**src/rtl/ppu_vram_ctrl.sv**
```systemverilog
// ppu_vram_ctrl: arbitrates register-interface and render fetches onto CHR, CIRAM and palette with a fixed 2-clk read latency.
// Optional CHR_RAM_EN: register-interface writes to $0000-$1FFF reach pattern memory (CHR-RAM cartridge).
module ppu_vram_ctrl #(
    parameter int NT_AW  = 11,
    parameter int CHR_AW = 13
) (
    input  logic              clk,
    input  logic              rst,
    input  logic [1:0]        mirror,
    input  logic [13:0]       ri_addr,
    input  logic [7:0]        ri_din,
    input  logic              ri_wr_req,
    input  logic              ri_rd_req,
    output logic [7:0]        ri_dout,
    output logic              ri_ack,
    output logic              ri_busy,
    input  logic [13:0]       rnd_addr,
    input  logic              rnd_rd_req,
    output logic [7:0]        rnd_dout,
    output logic              rnd_valid,
    output logic [CHR_AW-1:0] chr_addr,
    input  logic [7:0]        chr_din,
    output logic [7:0]        chr_dout,
    output logic              chr_we,
    output logic [NT_AW-1:0]  nt_addr,
    input  logic [7:0]        nt_din,
    output logic [7:0]        nt_dout,
    output logic              nt_we
);
    typedef enum logic [1:0] {IDLE, ISSUE_RND, ISSUE_RI} state_t;
    localparam logic [1:0] TGT_CHR = 2'd0, TGT_NT = 2'd1, TGT_PAL = 2'd2;

    state_t      st, st_nxt, cap;
    logic        pend_v, pend_w, new_ri, go_ri, cur_w, wr, page;
    logic [13:0] pend_a, a;
    logic [7:0]  pend_d, d, s1_pal, c_pal, rdata;
    logic [1:0]  tgt, s1_tgt, c_tgt;
    logic [4:0]  pidx;
    logic        s1_wr, c_wr;
    logic [5:0]  pal [32];

    always_comb begin
        new_ri = (ri_wr_req | ri_rd_req) & ~ri_busy;
        go_ri  = ~rnd_rd_req & (pend_v | new_ri);
        cur_w  = pend_v ? pend_w : ri_wr_req;
        a      = rnd_rd_req ? rnd_addr : pend_v ? pend_a : ri_addr;
        d      = pend_v ? pend_d : ri_din;
        tgt    = ~a[13] ? TGT_CHR : (a[13:8] == 6'h3F) ? TGT_PAL : TGT_NT;
        page   = mirror[1] ? mirror[0] : mirror[0] ? a[10] : a[11];
        // $3F10/14/18/1C fold onto the shared backdrop entries
        pidx   = {a[4] & (a[1:0] != 2'b00), a[3:0]};
        wr     = go_ri & cur_w;
        st_nxt = rnd_rd_req ? ISSUE_RND : go_ri ? ISSUE_RI : IDLE;
        rdata  = (c_tgt == TGT_PAL) ? c_pal : (c_tgt == TGT_NT) ? nt_din : chr_din;
    end

    always_ff @(posedge clk or posedge rst)
        if (rst) st <= IDLE;
        else     st <= st_nxt;

    always_ff @(posedge clk)
        if (!rst && wr && tgt == TGT_PAL) pal[pidx] <= d[5:0];

    always_ff @(posedge clk or posedge rst) begin
        if (rst) begin
            pend_v <= 1'b0; pend_w <= 1'b0; pend_a <= '0; pend_d <= '0;
            ri_busy <= 1'b0; ri_ack <= 1'b0; ri_dout <= '0;
            rnd_valid <= 1'b0; rnd_dout <= '0;
            chr_addr <= '0; nt_addr <= '0; nt_dout <= '0; nt_we <= 1'b0;
            s1_tgt <= TGT_CHR; s1_wr <= 1'b0; s1_pal <= '0;
            cap <= IDLE; c_tgt <= TGT_CHR; c_wr <= 1'b0; c_pal <= '0;
        end else begin
            pend_v <= (pend_v | new_ri) & ~go_ri;
            if (new_ri) begin
                pend_w <= ri_wr_req;
                pend_a <= ri_addr;
                pend_d <= ri_din;
            end
            ri_busy <= new_ri | (ri_busy & ~ri_ack);
            if (st_nxt != IDLE) begin
                chr_addr <= a[CHR_AW-1:0];
                nt_addr  <= NT_AW'({page, a[9:0]});
            end
            nt_we <= wr & (tgt == TGT_NT);
            if (wr) nt_dout <= d;
            s1_tgt <= tgt;
            s1_wr  <= wr;
            s1_pal <= {2'b00, pal[pidx]};
            cap    <= st;
            c_tgt  <= s1_tgt;
            c_wr   <= s1_wr;
            c_pal  <= s1_pal;
            rnd_valid <= cap == ISSUE_RND;
            if (cap == ISSUE_RND) rnd_dout <= rdata;
            ri_ack <= cap == ISSUE_RI;
            if (cap == ISSUE_RI && !c_wr) ri_dout <= rdata;
        end
    end

`ifdef CHR_RAM_EN
    always_ff @(posedge clk or posedge rst) begin
        if (rst) begin
            chr_we   <= 1'b0;
            chr_dout <= '0;
        end else begin
            chr_we <= wr & (tgt == TGT_CHR);
            if (wr) chr_dout <= d;
        end
    end
`else
    assign chr_we   = 1'b0;
    assign chr_dout = '0;
`endif
endmodule

```
**config.mk**
```make
export PLATFORM = sky130hd
export DESIGN_NAME = ppu_vram_ctrl
export DESIGN_NICKNAME = d
export VERILOG_FILES = /design/src/rtl/ppu_vram_ctrl.sv
export SDC_FILE = /design/constraint.sdc
export NUM_CORES = 1
export LEC_CHECK = 0
export ABC_CLOCK_PERIOD_IN_PS = 7100
export BUFFER_PORTS_ARGS = -buffer_cell sky130_fd_sc_hd__buf_4
export CAP_MARGIN = 30
export CORE_MARGIN = 3
export CORE_UTILIZATION = 50
export CTS_CLUSTER_SIZE = 30
export DETAILED_ROUTE_END_ITERATION = 8
export GPL_ROUTABILITY_DRIVEN = 0
export HOLD_SLACK_MARGIN = 0.12
export PLACE_DENSITY = 0.77
export SETUP_SLACK_MARGIN = 0.05
export SKIP_LAST_GASP = 1
export SYNTH_ARGS = -nofsm -noshare
export SYNTH_HDL_FRONTEND = slang
export SYNTH_SLANG_ARGS = --single-unit
export TNS_END_PERCENT = 1
```
**constraint.sdc**
```tcl
create_clock -name clk -period 7.1 [get_ports clk]
set_input_delay 1.065 -clock clk [delete_from_list [all_inputs] [get_ports clk]]
set_output_delay 1.065 -clock clk [all_outputs]
set_load 0.05 [all_outputs]
```
==> reports/qor.txt <==
========================================================================================
Combinational Power Share                                                          11.2%
Crit path time final                                                             4.28 ns
Highest metal layer used by the detailed router                                     met4
Total clock sinks                                                                    256
Initial core utilization                                                           51.8%
Vias per inst                                                                       5.88
Register area share after synthesis                                                67.9%
GRT Util Overall                                                                   20.5%
I/O Pins                                                                             120
Number of warnings printed during yosys synthesis                                      0
Result of the run                                                              completed
Layout Nets                                                                          965
Hold Buf Count CTS                                                                     0
Std-Cell Core Area                                                           20600 sq um
GR Overflow Total                                                                      0
Portion of the clock cycle consumed by the worst path in the final layout          60.2%
Worst path cell trace                                                       buf_4, clkinv_1, mux2i_1, or4_4, nor3_4, nand4_2, nor3_1
Cell chosen for the clock root                                                 clkbuf_16
Clock Latency Late Sink                                                          0.52 ns
Post-synthesis cell type count                                                        43
Final setup TNS                                                                     0 ns
Share of synthesized flip-flops with an asynchronous set or reset                  34.4%
DP HPWL                                                                         15500 um
Transition at the pin with the smallest max-transition slack                     1.00 ns
Via count of the first global-routing pass                                          6904
Worst Hold Path EP                                                              c_tgt[0]
Hold violation count in the final report                                               0
Count of antenna diodes in the layout                                                  0
RR Endpoint                                                                   pal[23][0]
Max frequency                                                                    234 MHz
Post-synthesis cell count                                                            817
Average wire length per cell after detail routing                                20.5 um
Leakage power                                                                 0.00487 uW
Cells resized by post-CTS repair                                                       0
Max clock buf depth                                                                    3
Met2 layer wire length in the routed design                                     11700 um
Antenna Nets Post-Route                                                                0
Top library cells by usage in the layout, fill and taps aside               edfxtp_1 (168), buf_4 (119), nand2_1 (111)
Routed vias                                                                         7027
Minimum setup slack among reg-to-reg paths                                       3.28 ns
Sum of buffers and inverters on the critical path                                      2
Share of post-route cells with drive strength above 1                              23.4%
Predominant post-synthesis flop cell                                            edfxtp_1
Path type of the worst setup path                                                 in2reg
Buffers inserted by post-CTS timing repair                                             0
I/O Buffers                                                                          110
Final cell utilization of the core                                                 60.2%
Internal power of the cells                                                      2450 uW
Detailed-route wire length                                                      24500 um
Count of final max-slew check failures                                                 0
Avg Synthesized Cell Area                                                     13.1 sq um
Clock-pin slew of the registers on the worst-case setup and hold paths           0.06 ns
Switching Power                                                                   807 uW
IR Drop Worst-Case VDD                                                        0.000154 V
Biggest cell delay along the critical path                                       0.82 ns
Die outline height                                                                152 um
Min-delay src                                                                  s1_tgt[0]
Capturing element type of the critical path                                         flop
Data arrival time of the critical path                                           4.42 ns
Post-Route M1 WL                                                                10400 um
Cell family with the largest share of critical-path delay                   simple AND/OR/NAND/NOR gates
CTS tree                                                                             yes
Launch point of the worst reg-to-reg path                                         pend_v
Drt drc                                                                                0
Power share of the clock group                                                     38.3%
Setup Viol. Count Final                                                                0
Critical path required time                                                      7.24 ns
Master of the slowest instance on the critical path                               nor3_1
Number of antenna violations at the first check in global routing                      0
Flip-flop and latch count after synthesis                                            256
Number of enable-type register cells in the synthesized netlist                      168
FP Rows                                                                               52
Switching power as a share of total power                                          24.8%
Power per standard cell area                                                 262 nW/um^2
Hold_ws                                                                         0.345 ns
Total standard cell area after synthesis                                     10700 sq um
Max-capacitance violation count                                                        0
Worst setup path startpoint                                                   rnd_rd_req
Iteration-0 DRC Markers                                                              749
Die width                                                                         152 um
Area of the die                                                              23100 sq um
Number of H-tree levels                                                                1
Worst Reg-to-Reg Cells                                                                 7
TritonRoute pass-1 iters                                                               5
Pin count of the biggest net entering global routing                                  60
Num CTS Buffers                                                                       27
Worst Hold Path Cells                                                                  0
Worst clock skew                                                               0.0103 ns
Crit path launch type                                                         input port
Most common cell after layout, fill and taps aside                              edfxtp_1
Global-route wire length before repair                                          38400 um
Sequential share of power                                                          50.5%
Largest fanout on the critical path                                                   33
Area growth, synth to finish                                                       16.3%
Worst hold-check path type                                                       reg2reg
Worst slew margin                                                                  33.1%
Unrepaired setup endpoints after global routing                                       no
Detailed-routed wire length on met3                                              1960 um
========================================================================================
-- layer usage --
| metal | up-vias | track usage [%] |
|---|---|---|
| li1 | 3175 | - |
| met1 | 3447 | 29.1 |
| met2 | 358 | 33.3 |
| met3 | 47 | 3.38 |
| met4 | 0 | 5.78 |
| met5 | - | 0 |
-- stage by stage --
step / cell area (sq um) / instances / total power (uW) / setup WS (ns)
global placement: 11600 / 1147 / 2030 / 2.49
CTS: 12400 / 1195 / 3280 / 2.86
floorplan: 10700 / 825 / 1920 / 3.76
detailed placement: 11600 / 1147 / 2030 / 2.32
global route: 12400 / 1195 / 3370 / 2.61
finish: 12400 / 1195 / 3260 / 2.82
-- flip-flops by register name, summed over array words and instances, names as in the netlist --
register   cells
ri_dout        8
st             2
nt_we          1
s1_tgt         2
pend_w         1
c_pal          6
c_wr           1
ri_ack         1
s1_wr          1
cap            2
pend_d         8
nt_addr        1
nt_dout        8
pend_a        14
rnd_dout       8
s1_pal         6
ri_busy        1
rnd_valid      1
pal          168
chr_addr      13
pend_v         1
c_tgt          2
-- how the worst max path moves through the flow --
stage | endpoint | slack [ns] | cells past startpoint
after detailed placement | pal[29][0] | 2.32 | 7
after global placement | pal[25][4] | 2.49 | 7
final | pal[23][0] | 2.82 | 7
after floorplan | c_pal[0] | 3.76 | 1
after CTS | pal[29][4] | 2.86 | 7
after global routing | pal[25][4] | 2.61 | 7
-- kinds of logic (layout without fill, tap and decap cells) --
| family | after synthesis | after routing | synth area share (%) |
|---|---|---|---|
| AO/OA/AOI/OAI | 171 | 171 | 9.45 |
| multiplexers | 103 | 103 | 10.2 |
| flip-flops | 256 | 256 | 67.9 |
| AND/OR/NAND/NOR | 215 | 215 | 9.00 |
| other | 1 | 9 | 0.0351 |
| buffers and inverters | 71 | 171 | 3.40 |
-- worst register-to-register path, stage by stage, from the launching register on --
cell,delay [ns]
dfrtp_1,0.66
buf_4,0.37
mux2_2,0.20
mux2i_1,0.10
or4_4,0.52
nor3_4,0.36
nand4_2,0.41
nor3_1,0.82
-- power groups by stage --
stage	Sequential [uW]	Combinational (uW)	Clock, uW
2_1_floorplan	1720	192	0
3_3_place_gp	1670	358	0
3_5_place_dp	1670	362	0
4_1_cts	1640	363	1270
5_1_grt	1650	389	1340
6_report	1640	365	1250
-- cells in the mapped netlist, types with 5 or more instances --
cell / count / area (sq um)
nand2_1: 111 / 417
buf_2: 14 / 70.1
a31o_2: 5 / 43.8
nor3_1: 17 / 85.1
dfrtp_1: 88 / 2200
buf_4: 21 / 158
edfxtp_1: 168 / 5040
a31oi_1: 20 / 125
clkbuf_1: 23 / 86.3
mux2i_1: 53 / 531
nor2_1: 35 / 131
a21oi_1: 44 / 220
mux2_2: 49 / 552
nand3_1: 27 / 135
buf_1: 9 / 33.8
o21ai_0: 65 / 325
and3_1: 5 / 31.3
a32oi_1: 11 / 96.3
a22oi_1: 8 / 60.1
-- layout make-up --
cell class              count  area [sq um]
fillers                  1616          8210
flip-flops and latches    256          7250
multi-input cells         498          3140
repair buffers            119           893
clock buffers              35           727
well taps                 270           338
clock inverters            13          57.6
inverters                   4          16.3
Note: power is estimated with default switching activity, not from simulation.
